### config.mk
export PLATFORM = sky130hd
export DESIGN_NAME = drive_mode_ctrl_flat
export DESIGN_NICKNAME = d
export VERILOG_FILES = /design/src/rtl/drive_mode_ctrl_if.sv /design/src/rtl/drive_mode_ctrl.sv /design/src/flat_wrapper.sv
export SDC_FILE = /design/constraint.sdc
export NUM_CORES = 1
export LEC_CHECK = 0
export CORE_MARGIN = 4
export CORE_UTILIZATION = 53
export DETAILED_ROUTE_END_ITERATION = 8
export PLACE_DENSITY = 0.76
export SYNTH_ARGS = -nofsm -noshare
export SYNTH_HDL_FRONTEND = slang
export SYNTH_SLANG_ARGS = --single-unit
export TNS_END_PERCENT = 100
### constraint.sdc
create_clock -name sys_clk -period 2.4 [get_ports sys_clk]
set_input_delay 0.48 -clock sys_clk [delete_from_list [all_inputs] [get_ports sys_clk]]
set_output_delay 0.48 -clock sys_clk [all_outputs]
set_load 0.005 [all_outputs]
### src/rtl/drive_mode_ctrl_if.sv
// Switch/button inputs and command/indicator outputs of the driving
// controller, bundled for the board side (master) and controller (slave).
interface drive_mode_ctrl_if #(
  parameter int MILE_W = 16
);
  logic              power_on_signal;
  logic              power_off_signal;
  logic              manual_driving_signal;
  logic              throttle_signal;
  logic              clutch_signal;
  logic              brake_signal;
  logic              reverse_signal;
  logic              turn_left_signal;
  logic              turn_right_signal;
  logic              place_barrier_signal;
  logic              destroy_barrier_signal;
  logic [3:0]        state_o;
  logic              move_forward;
  logic              move_backward;
  logic              turn_left;
  logic              turn_right;
  logic              place_barrier;
  logic              destroy_barrier;
  logic [MILE_W-1:0] mileage;
  logic              left_turn_led;
  logic              right_turn_led;
  logic              reverse_led;

  modport master (
    output power_on_signal, power_off_signal,
    output manual_driving_signal,
    output throttle_signal, clutch_signal,
    output brake_signal, reverse_signal,
    output turn_left_signal, turn_right_signal,
    output place_barrier_signal,
    output destroy_barrier_signal,
    input  state_o, move_forward, move_backward,
    input  turn_left, turn_right,
    input  place_barrier, destroy_barrier,
    input  mileage, left_turn_led,
    input  right_turn_led, reverse_led
  );

  modport slave (
    input  power_on_signal, power_off_signal,
    input  manual_driving_signal,
    input  throttle_signal, clutch_signal,
    input  brake_signal, reverse_signal,
    input  turn_left_signal, turn_right_signal,
    input  place_barrier_signal,
    input  destroy_barrier_signal,
    output state_o, move_forward, move_backward,
    output turn_left, turn_right,
    output place_barrier, destroy_barrier,
    output mileage, left_turn_led,
    output right_turn_led, reverse_led
  );
endinterface

### src/rtl/drive_mode_ctrl.sv
// Manual-driving state machine with power-on hold, mileage and blinkers.
// Optional idle auto power-off: define AUTO_POWER_OFF_EN.
module drive_mode_ctrl #(
  parameter int PON_CYCLES   = 100000000,
  parameter int TICK_CYCLES  = 10000000,
  parameter int MILE_W       = 16,
  parameter int BLINK_CYCLES = 25000000,
  parameter int IDLE_CYCLES  = 500000000
) (
  input logic              sys_clk,
  input logic              rst,
  drive_mode_ctrl_if.slave bus
);

  localparam int PW = $clog2(PON_CYCLES + 1);
  localparam int TW = $clog2(TICK_CYCLES + 1);
  localparam int BW = $clog2(BLINK_CYCLES + 1);

  typedef enum logic [3:0] {
    S_OFF = 4'd0,
    S_ON  = 4'd1,
    S_NS  = 4'd2,
    S_ST  = 4'd3,
    S_MV  = 4'd4
  } state_t;

  state_t            r_state;
  state_t            w_next;
  logic [PW-1:0]     r_pon;
  logic [TW-1:0]     r_tick;
  logic [MILE_W-1:0] r_mile;
  logic [BW-1:0]     r_blink;
  logic              r_phase;
  logic              r_rev;
  logic              r_fwd;
  logic              r_bwd;
  logic              r_tl;
  logic              r_tr;
  logic              r_pb;
  logic              r_db;

  logic w_t;
  logic w_b;
  logic w_c;
  logic w_rev_chg;
  logic w_pon_hit;
  logic w_to_off;
  logic w_turn_any;
  logic w_idle_hit;

  assign w_t        = bus.throttle_signal;
  assign w_b        = bus.brake_signal;
  assign w_c        = bus.clutch_signal;
  assign w_rev_chg  = bus.reverse_signal ^ r_rev;
  assign w_turn_any = bus.turn_left_signal
                    | bus.turn_right_signal;
  assign w_pon_hit  = bus.power_on_signal
                    && (r_pon == PW'(PON_CYCLES - 1));
  assign w_to_off   = (r_state != S_OFF)
                    && (w_next == S_OFF);

`ifdef AUTO_POWER_OFF_EN
  localparam int IW = $clog2(IDLE_CYCLES + 1);
  logic [IW-1:0] r_idle;
  logic          w_idle_st;
  logic          w_idle_act;

  assign w_idle_st  = (r_state == S_ON)
                    || (r_state == S_NS);
  assign w_idle_act = bus.manual_driving_signal
                    | w_t | w_b | w_c;
  assign w_idle_hit = w_idle_st && !w_idle_act
                    && (r_idle == IW'(IDLE_CYCLES - 1));

  always_ff @(posedge sys_clk or negedge rst) begin
    if (!rst) begin
      r_idle <= '0;
    end else if (!w_idle_st || w_idle_act
                 || (w_next != r_state)) begin
      r_idle <= '0;
    end else begin
      r_idle <= r_idle + IW'(1);
    end
  end
`else
  assign w_idle_hit = 1'b0;
`endif

  always_comb begin
    w_next = r_state;
    unique case (r_state)
      S_OFF: begin
        if (w_pon_hit) w_next = S_ON;
      end
      S_ON: begin
        if (bus.manual_driving_signal) w_next = S_NS;
      end
      S_NS: begin
        if (w_t && !w_c)            w_next = S_OFF;
        else if (w_t && !w_b && w_c) w_next = S_ST;
      end
      S_ST: begin
        if (w_b)              w_next = S_NS;
        else if (w_t && !w_c) w_next = S_MV;
      end
      S_MV: begin
        if (w_rev_chg && !w_c) w_next = S_OFF;
        else if (w_b)          w_next = S_NS;
        else if (!w_t || w_c)  w_next = S_ST;
      end
      default: w_next = S_OFF;
    endcase
    // power-off button outranks every other exit
    if ((r_state != S_OFF)
        && (bus.power_off_signal || w_idle_hit))
      w_next = S_OFF;
  end

  always_ff @(posedge sys_clk or negedge rst) begin
    if (!rst) begin
      r_state <= S_OFF;
      r_rev   <= 1'b0;
      r_pon   <= '0;
    end else begin
      r_state <= w_next;
      r_rev   <= bus.reverse_signal;
      if ((r_state == S_OFF) && (w_next == S_OFF)
          && bus.power_on_signal)
        r_pon <= r_pon + PW'(1);
      else
        r_pon <= '0;
    end
  end

  always_ff @(posedge sys_clk or negedge rst) begin
    if (!rst) begin
      r_fwd <= 1'b0;
      r_bwd <= 1'b0;
      r_tl  <= 1'b0;
      r_tr  <= 1'b0;
      r_pb  <= 1'b0;
      r_db  <= 1'b0;
    end else if (r_state == S_MV) begin
      r_fwd <= ~bus.reverse_signal;
      r_bwd <= bus.reverse_signal;
      r_tl  <= bus.turn_left_signal;
      r_tr  <= bus.turn_right_signal;
      r_pb  <= bus.place_barrier_signal;
      r_db  <= bus.destroy_barrier_signal;
    end else begin
      r_fwd <= 1'b0;
      r_bwd <= 1'b0;
      r_tl  <= 1'b0;
      r_tr  <= 1'b0;
      r_pb  <= 1'b0;
      r_db  <= 1'b0;
    end
  end

  always_ff @(posedge sys_clk or negedge rst) begin
    if (!rst) begin
      r_tick <= '0;
      r_mile <= '0;
    end else if (w_to_off) begin
      r_tick <= '0;
      r_mile <= '0;
    end else if (r_state == S_MV) begin
      if (r_tick == TW'(TICK_CYCLES - 1)) begin
        r_tick <= '0;
        if (r_mile != {MILE_W{1'b1}})
          r_mile <= r_mile + MILE_W'(1);
      end else begin
        r_tick <= r_tick + TW'(1);
      end
    end
  end

  always_ff @(posedge sys_clk or negedge rst) begin
    if (!rst) begin
      r_blink <= '0;
      r_phase <= 1'b0;
    end else if (!w_turn_any) begin
      r_blink <= '0;
      r_phase <= 1'b0;
    end else if (r_blink == BW'(BLINK_CYCLES - 1)) begin
      r_blink <= '0;
      r_phase <= ~r_phase;
    end else begin
      r_blink <= r_blink + BW'(1);
    end
  end

  assign bus.state_o         = r_state;
  assign bus.move_forward    = r_fwd;
  assign bus.move_backward   = r_bwd;
  assign bus.turn_left       = r_tl;
  assign bus.turn_right      = r_tr;
  assign bus.place_barrier   = r_pb;
  assign bus.destroy_barrier = r_db;
  assign bus.mileage         = r_mile;
  assign bus.reverse_led     = r_rev;
  assign bus.left_turn_led   = bus.turn_left_signal
                             & ~r_phase;
  assign bus.right_turn_led  = bus.turn_right_signal
                             & ~r_phase;

endmodule

### src/flat_wrapper.sv
// flat-port wrapper written by rule: the top's interface ports become plain ports
module drive_mode_ctrl_flat 
#(
  parameter int PON_CYCLES   = 100000000,
  parameter int TICK_CYCLES  = 10000000,
  parameter int MILE_W       = 16,
  parameter int BLINK_CYCLES = 25000000,
  parameter int IDLE_CYCLES  = 500000000
)
  (sys_clk, rst, bus_power_on_signal, bus_power_off_signal, bus_manual_driving_signal, bus_throttle_signal, bus_clutch_signal, bus_brake_signal, bus_reverse_signal, bus_turn_left_signal, bus_turn_right_signal, bus_place_barrier_signal, bus_destroy_barrier_signal, bus_state_o, bus_move_forward, bus_move_backward, bus_turn_left, bus_turn_right, bus_place_barrier, bus_destroy_barrier, bus_mileage, bus_left_turn_led, bus_right_turn_led, bus_reverse_led);
  drive_mode_ctrl_if #(.MILE_W(MILE_W)) bus_i ();
  input logic sys_clk;
  input logic rst;
  input wire logic [$bits(bus_i.power_on_signal)-1:0] bus_power_on_signal;
  input wire logic [$bits(bus_i.power_off_signal)-1:0] bus_power_off_signal;
  input wire logic [$bits(bus_i.manual_driving_signal)-1:0] bus_manual_driving_signal;
  input wire logic [$bits(bus_i.throttle_signal)-1:0] bus_throttle_signal;
  input wire logic [$bits(bus_i.clutch_signal)-1:0] bus_clutch_signal;
  input wire logic [$bits(bus_i.brake_signal)-1:0] bus_brake_signal;
  input wire logic [$bits(bus_i.reverse_signal)-1:0] bus_reverse_signal;
  input wire logic [$bits(bus_i.turn_left_signal)-1:0] bus_turn_left_signal;
  input wire logic [$bits(bus_i.turn_right_signal)-1:0] bus_turn_right_signal;
  input wire logic [$bits(bus_i.place_barrier_signal)-1:0] bus_place_barrier_signal;
  input wire logic [$bits(bus_i.destroy_barrier_signal)-1:0] bus_destroy_barrier_signal;
  output wire logic [$bits(bus_i.state_o)-1:0] bus_state_o;
  output wire logic [$bits(bus_i.move_forward)-1:0] bus_move_forward;
  output wire logic [$bits(bus_i.move_backward)-1:0] bus_move_backward;
  output wire logic [$bits(bus_i.turn_left)-1:0] bus_turn_left;
  output wire logic [$bits(bus_i.turn_right)-1:0] bus_turn_right;
  output wire logic [$bits(bus_i.place_barrier)-1:0] bus_place_barrier;
  output wire logic [$bits(bus_i.destroy_barrier)-1:0] bus_destroy_barrier;
  output wire logic [$bits(bus_i.mileage)-1:0] bus_mileage;
  output wire logic [$bits(bus_i.left_turn_led)-1:0] bus_left_turn_led;
  output wire logic [$bits(bus_i.right_turn_led)-1:0] bus_right_turn_led;
  output wire logic [$bits(bus_i.reverse_led)-1:0] bus_reverse_led;
  assign bus_i.power_on_signal = bus_power_on_signal;
  assign bus_i.power_off_signal = bus_power_off_signal;
  assign bus_i.manual_driving_signal = bus_manual_driving_signal;
  assign bus_i.throttle_signal = bus_throttle_signal;
  assign bus_i.clutch_signal = bus_clutch_signal;
  assign bus_i.brake_signal = bus_brake_signal;
  assign bus_i.reverse_signal = bus_reverse_signal;
  assign bus_i.turn_left_signal = bus_turn_left_signal;
  assign bus_i.turn_right_signal = bus_turn_right_signal;
  assign bus_i.place_barrier_signal = bus_place_barrier_signal;
  assign bus_i.destroy_barrier_signal = bus_destroy_barrier_signal;
  assign bus_state_o = bus_i.state_o;
  assign bus_move_forward = bus_i.move_forward;
  assign bus_move_backward = bus_i.move_backward;
  assign bus_turn_left = bus_i.turn_left;
  assign bus_turn_right = bus_i.turn_right;
  assign bus_place_barrier = bus_i.place_barrier;
  assign bus_destroy_barrier = bus_i.destroy_barrier;
  assign bus_mileage = bus_i.mileage;
  assign bus_left_turn_led = bus_i.left_turn_led;
  assign bus_right_turn_led = bus_i.right_turn_led;
  assign bus_reverse_led = bus_i.reverse_led;
  drive_mode_ctrl #(.PON_CYCLES(PON_CYCLES), .TICK_CYCLES(TICK_CYCLES), .MILE_W(MILE_W), .BLINK_CYCLES(BLINK_CYCLES), .IDLE_CYCLES(IDLE_CYCLES)) u_core (.sys_clk(sys_clk), .rst(rst), .bus(bus_i));
endmodule
==> qor.csv <==
stage;metric;value;unit
timing;unrepaired setup endpoints after global routing;true;
setup_path;CP cell instances;or4b_1, or4_4, nor3_4, o21bai_2, buf_4, nand4_1, buf_12, clkbuf_16, a21oi_2;
setup_path;Reg2Reg Launch Point;u_core.r_pon[12];
global_routing;largest net degree at the start of global routing;45;
power_and_ir_drop;Power Density;485.8;mW/mm^2
timing;Relative slew margins;0.6151;
global_routing;vias in the first global route;4249;
setup_path;Slowest Stage Delay on Critical Path;0.51;ns
final_layout;layout cells sized above 1;0.1606;
detailed_routing;final wirelength;12.01;mm
power_and_ir_drop;Overall Power;3208;uW
detailed_routing;DR iter-0 viols;210;
final_layout;Antenna diodes;0;
yosys;Synth cell types;51;
global_routing;antenna violations before repair;0;
timing;final hold violations;0;
floorplan;die area;0.01165;sq mm
yosys;Most used DFF post-synth;dfrtp_1;
yosys;post-synth top area share;0.4915;
timing;Hold WS;0.08330;ns
clock_tree;Worst-path clk slew;0.10;ns
detailed_routing;First-pass DRT Iterations;5;
timing;Max Slew Vio Count;0;
timing;clk_skew;0.008007;ns
yosys;syn_area_per_cell;9.489;sq um
yosys;Yosys Warn Count;0;
placement;Port Buffers;41;
global_routing;global routing met2 resource utilization;0.3552;
global_routing;grt met3 use;0.05552;
clock_tree;clock buffer depth;2;
setup_path;critical path type;register to register;
yosys;register area share after synthesis;0.4915;
detailed_routing;DR vias/cell;5.661;
detailed_routing;vias;4348;
yosys;asr flop ratio synth;1.000;
clock_tree;Clock Root Buffer;clkbuf_8;
detailed_routing;antenna-violating nets left;0;
yosys;top cells by area, synth;dfrtp_1, xor2_1, nor2_1;
status;failing checks;negative setup slack;
clock_tree;H-tree levels;3;
setup_path;CP startpoint;u_core.r_pon[12];
clock_tree;worst skew pair latency;0.39;ns
clock_tree;TritonCTS clock tree;yes;
final_layout;fillers;765;
power_and_ir_drop;Lkg Pwr;0.002797;uW
final_layout;area of the multi-input gates;0.002804;sq mm
yosys;syn nets;575;
floorplan;Ports;42;
timing;fin crit period;2.438;ns
clock_tree;clock sink count;104;
setup_path;Crit Path Max Fanout;7;
clock_tree;Num CTS Buffers;9;
setup_path;R2R setup slack;-0.04;ns
global_routing;GR Layer Usage met1;0.2567;
detailed_routing;WL/cell;15.63;um
yosys;Cell Area, Synth;0.005295;sq mm
timing;worst setup margin;-0.03835;ns
floorplan;Die Y;108.0;um
final_layout;nets;647;
timing;Setup violations, final;20;
setup_path;r2r endpoint;u_core.r_pon[23];
floorplan;Die W;108.0;um
floorplan;total core area;0.009729;sq mm
yosys;number of flops mapped to enable cells by yosys;0;
floorplan;FP Rows;36;
power_and_ir_drop;VDD IR-drop max;0.0004523;V
global_routing;grt ovf;0;
timing;worst slew pin tran;0.5628;ns
yosys;Synth Instances;558;
global_routing;grt peak-use layer;met2;
yosys;leading area contributor after synthesis;dfrtp_1;
hold_path;Hold Path Class;input port to asynchronous set/reset pin;
global_routing;Total Routing Usage GR;0.2079;
final_layout;synthesis-to-layout area growth;24.72;%
final_layout;leading cell types in the layout, fill and taps excluded;dfrtp_1, nor2_1, xor2_1;
placement;Placement Setup Slack;-0.4926;ns
timing;fmax;410.1;MHz
status;run status;finished with violations;
final_layout;register area;0.002604;sq mm
yosys;FF+latch count, synth;104;
final_layout;Layout Utilization;0.6788;
global_routing;global-route wire length before repair;19.41;mm
setup_path;endpoint class of the critical path;register;
placement;RD Place Congestion;0.8596;
setup_path;Worst EP required;2.67;ns
timing;Final period util;1.016;
setup_path;Worst Reg-to-Reg Cells;9;
final_layout;most common cell after layout, fill and taps aside;dfrtp_1;
setup_path;Slowest-stage cell, CP;or4b_1;
setup_path;startpoint types;register;
run;Max Cap Viol;0;
setup_path;WP data arrival;2.71;ns
detailed_routing;Post-route DRC;0;
placement;DP HPWL;7.778;mm
floorplan;Starting Density;0.5442;
==> worst max-delay path: cells and delay by family, from the launching register on <==
kind                   cells  cell delay [ns]
AO/OA/AOI/OAI              2             0.15
buffers and inverters      3             0.47
AND/OR/NAND/NOR            4             1.31
flip-flops                 1             0.39
==> area by class of cell <==
class	count	area share
inverter	10	0.005684
sequential	104	0.3943
timing repair buffer	78	0.1175
tap	133	0.02520
clock buffer	12	0.02501
clock inverter	4	0.007768
multi-input combinational	427	0.4246
==> timing repair <==
item                       4_1_cts  5_1_grt
buffers inserted                 0        4
cloned                           0        5
pin swaps                        1       27
hold buffers                     0        0
setup endpoints to repair       12       86
resized for setup                4       59
==> metrics by stage <==
stage / instances / setup TNS, ns / instance area [sq um]
floorplan: 558 / 0 / 5295
global placement: 743 / -9.984 / 6028
detailed placement: 743 / -14.27 / 6028
CTS: 759 / 0 / 6274
global route: 768 / -2.855 / 6604
finish: 768 / -0.3849 / 6604
==> worst max path at each step <==
stage	end	slack, ns	cells past startpoint
2_1_floorplan	u_core.r_tick[21]	0.03	9
3_3_place_gp	u_core.r_tick[9]	-0.41	8
3_5_place_dp	u_core.r_tick[9]	-0.49	8
4_1_cts	u_core.r_tick[3]	0.01	7
5_1_grt	u_core.r_pon[10]	-0.11	9
6_report	u_core.r_pon[23]	-0.04	9
==> registers in the layout, indices dropped and copies added, names as in the netlist <==
signal	cells
u_core.bus.move_forward	1
u_core.bus.reverse_led	1
u_core.r_pon	27
u_core.bus.destroy_barrier	1
u_core.bus.place_barrier	1
u_core.bus.turn_right	1
u_core.r_phase	1
u_core.bus.mileage	16
u_core.r_tick	24
u_core.bus.move_backward	1
u_core.bus.state_o	4
u_core.r_blink	25
u_core.bus.turn_left	1
==> report_power, final <==
group / internal (uW) / total (uW) / switching, uW
logic: 104 / 234 / 130
registers: 1780 / 1800 / 23.0
clock network: 568 / 1170 / 606
total: 2450 / 3210 / 759
==> layer usage <==
layer  vias to the layer above  wire length, um
met5                         -                0
met4                         0              173
met3                        13              468
met2                        96             6261
met1                      2179             5101
li1                       2060                -
==> logic make-up after synthesis <==
kind of cell    Yosys count  share of synthesized area
other cells               1                  0.0007082
xor+xnor                 76                     0.1257
fa+ha+maj                 4                   0.009452
buf+inv                  28                    0.02292
mux                       1                   0.001890
compound gates           53                    0.06498
simple gates            291                     0.2828
flops                   104                     0.4915
==> cell usage after synthesis, types with 2 or more instances <==
| library cell | number |
|---|---|
| nor2b_1 | 5 |
| o211ai_1 | 6 |
| o21ai_0 | 17 |
| and3_1 | 26 |
| or3_1 | 7 |
| o2111ai_1 | 4 |
| a21oi_1 | 13 |
| nor4_1 | 5 |
| and2_1 | 12 |
| nand3_1 | 29 |
| a31oi_1 | 2 |
| nor2_1 | 108 |
| nand4b_1 | 3 |
| a211oi_1 | 2 |
| nor4b_1 | 4 |
| or4b_1 | 2 |
| nand3b_1 | 3 |
| nor3b_1 | 3 |
| a311oi_1 | 2 |
| or2_2 | 2 |
| inv_1 | 10 |
| nor3_1 | 5 |
| clkbuf_1 | 15 |
| xnor2_1 | 24 |
| ha_1 | 4 |
| and4_1 | 7 |
| dfrtp_1 | 104 |
| buf_6 | 2 |
| nand4_1 | 16 |
| nand2_1 | 44 |
| xor2_1 | 52 |
Note: power is estimated with default switching activity, not from simulation.
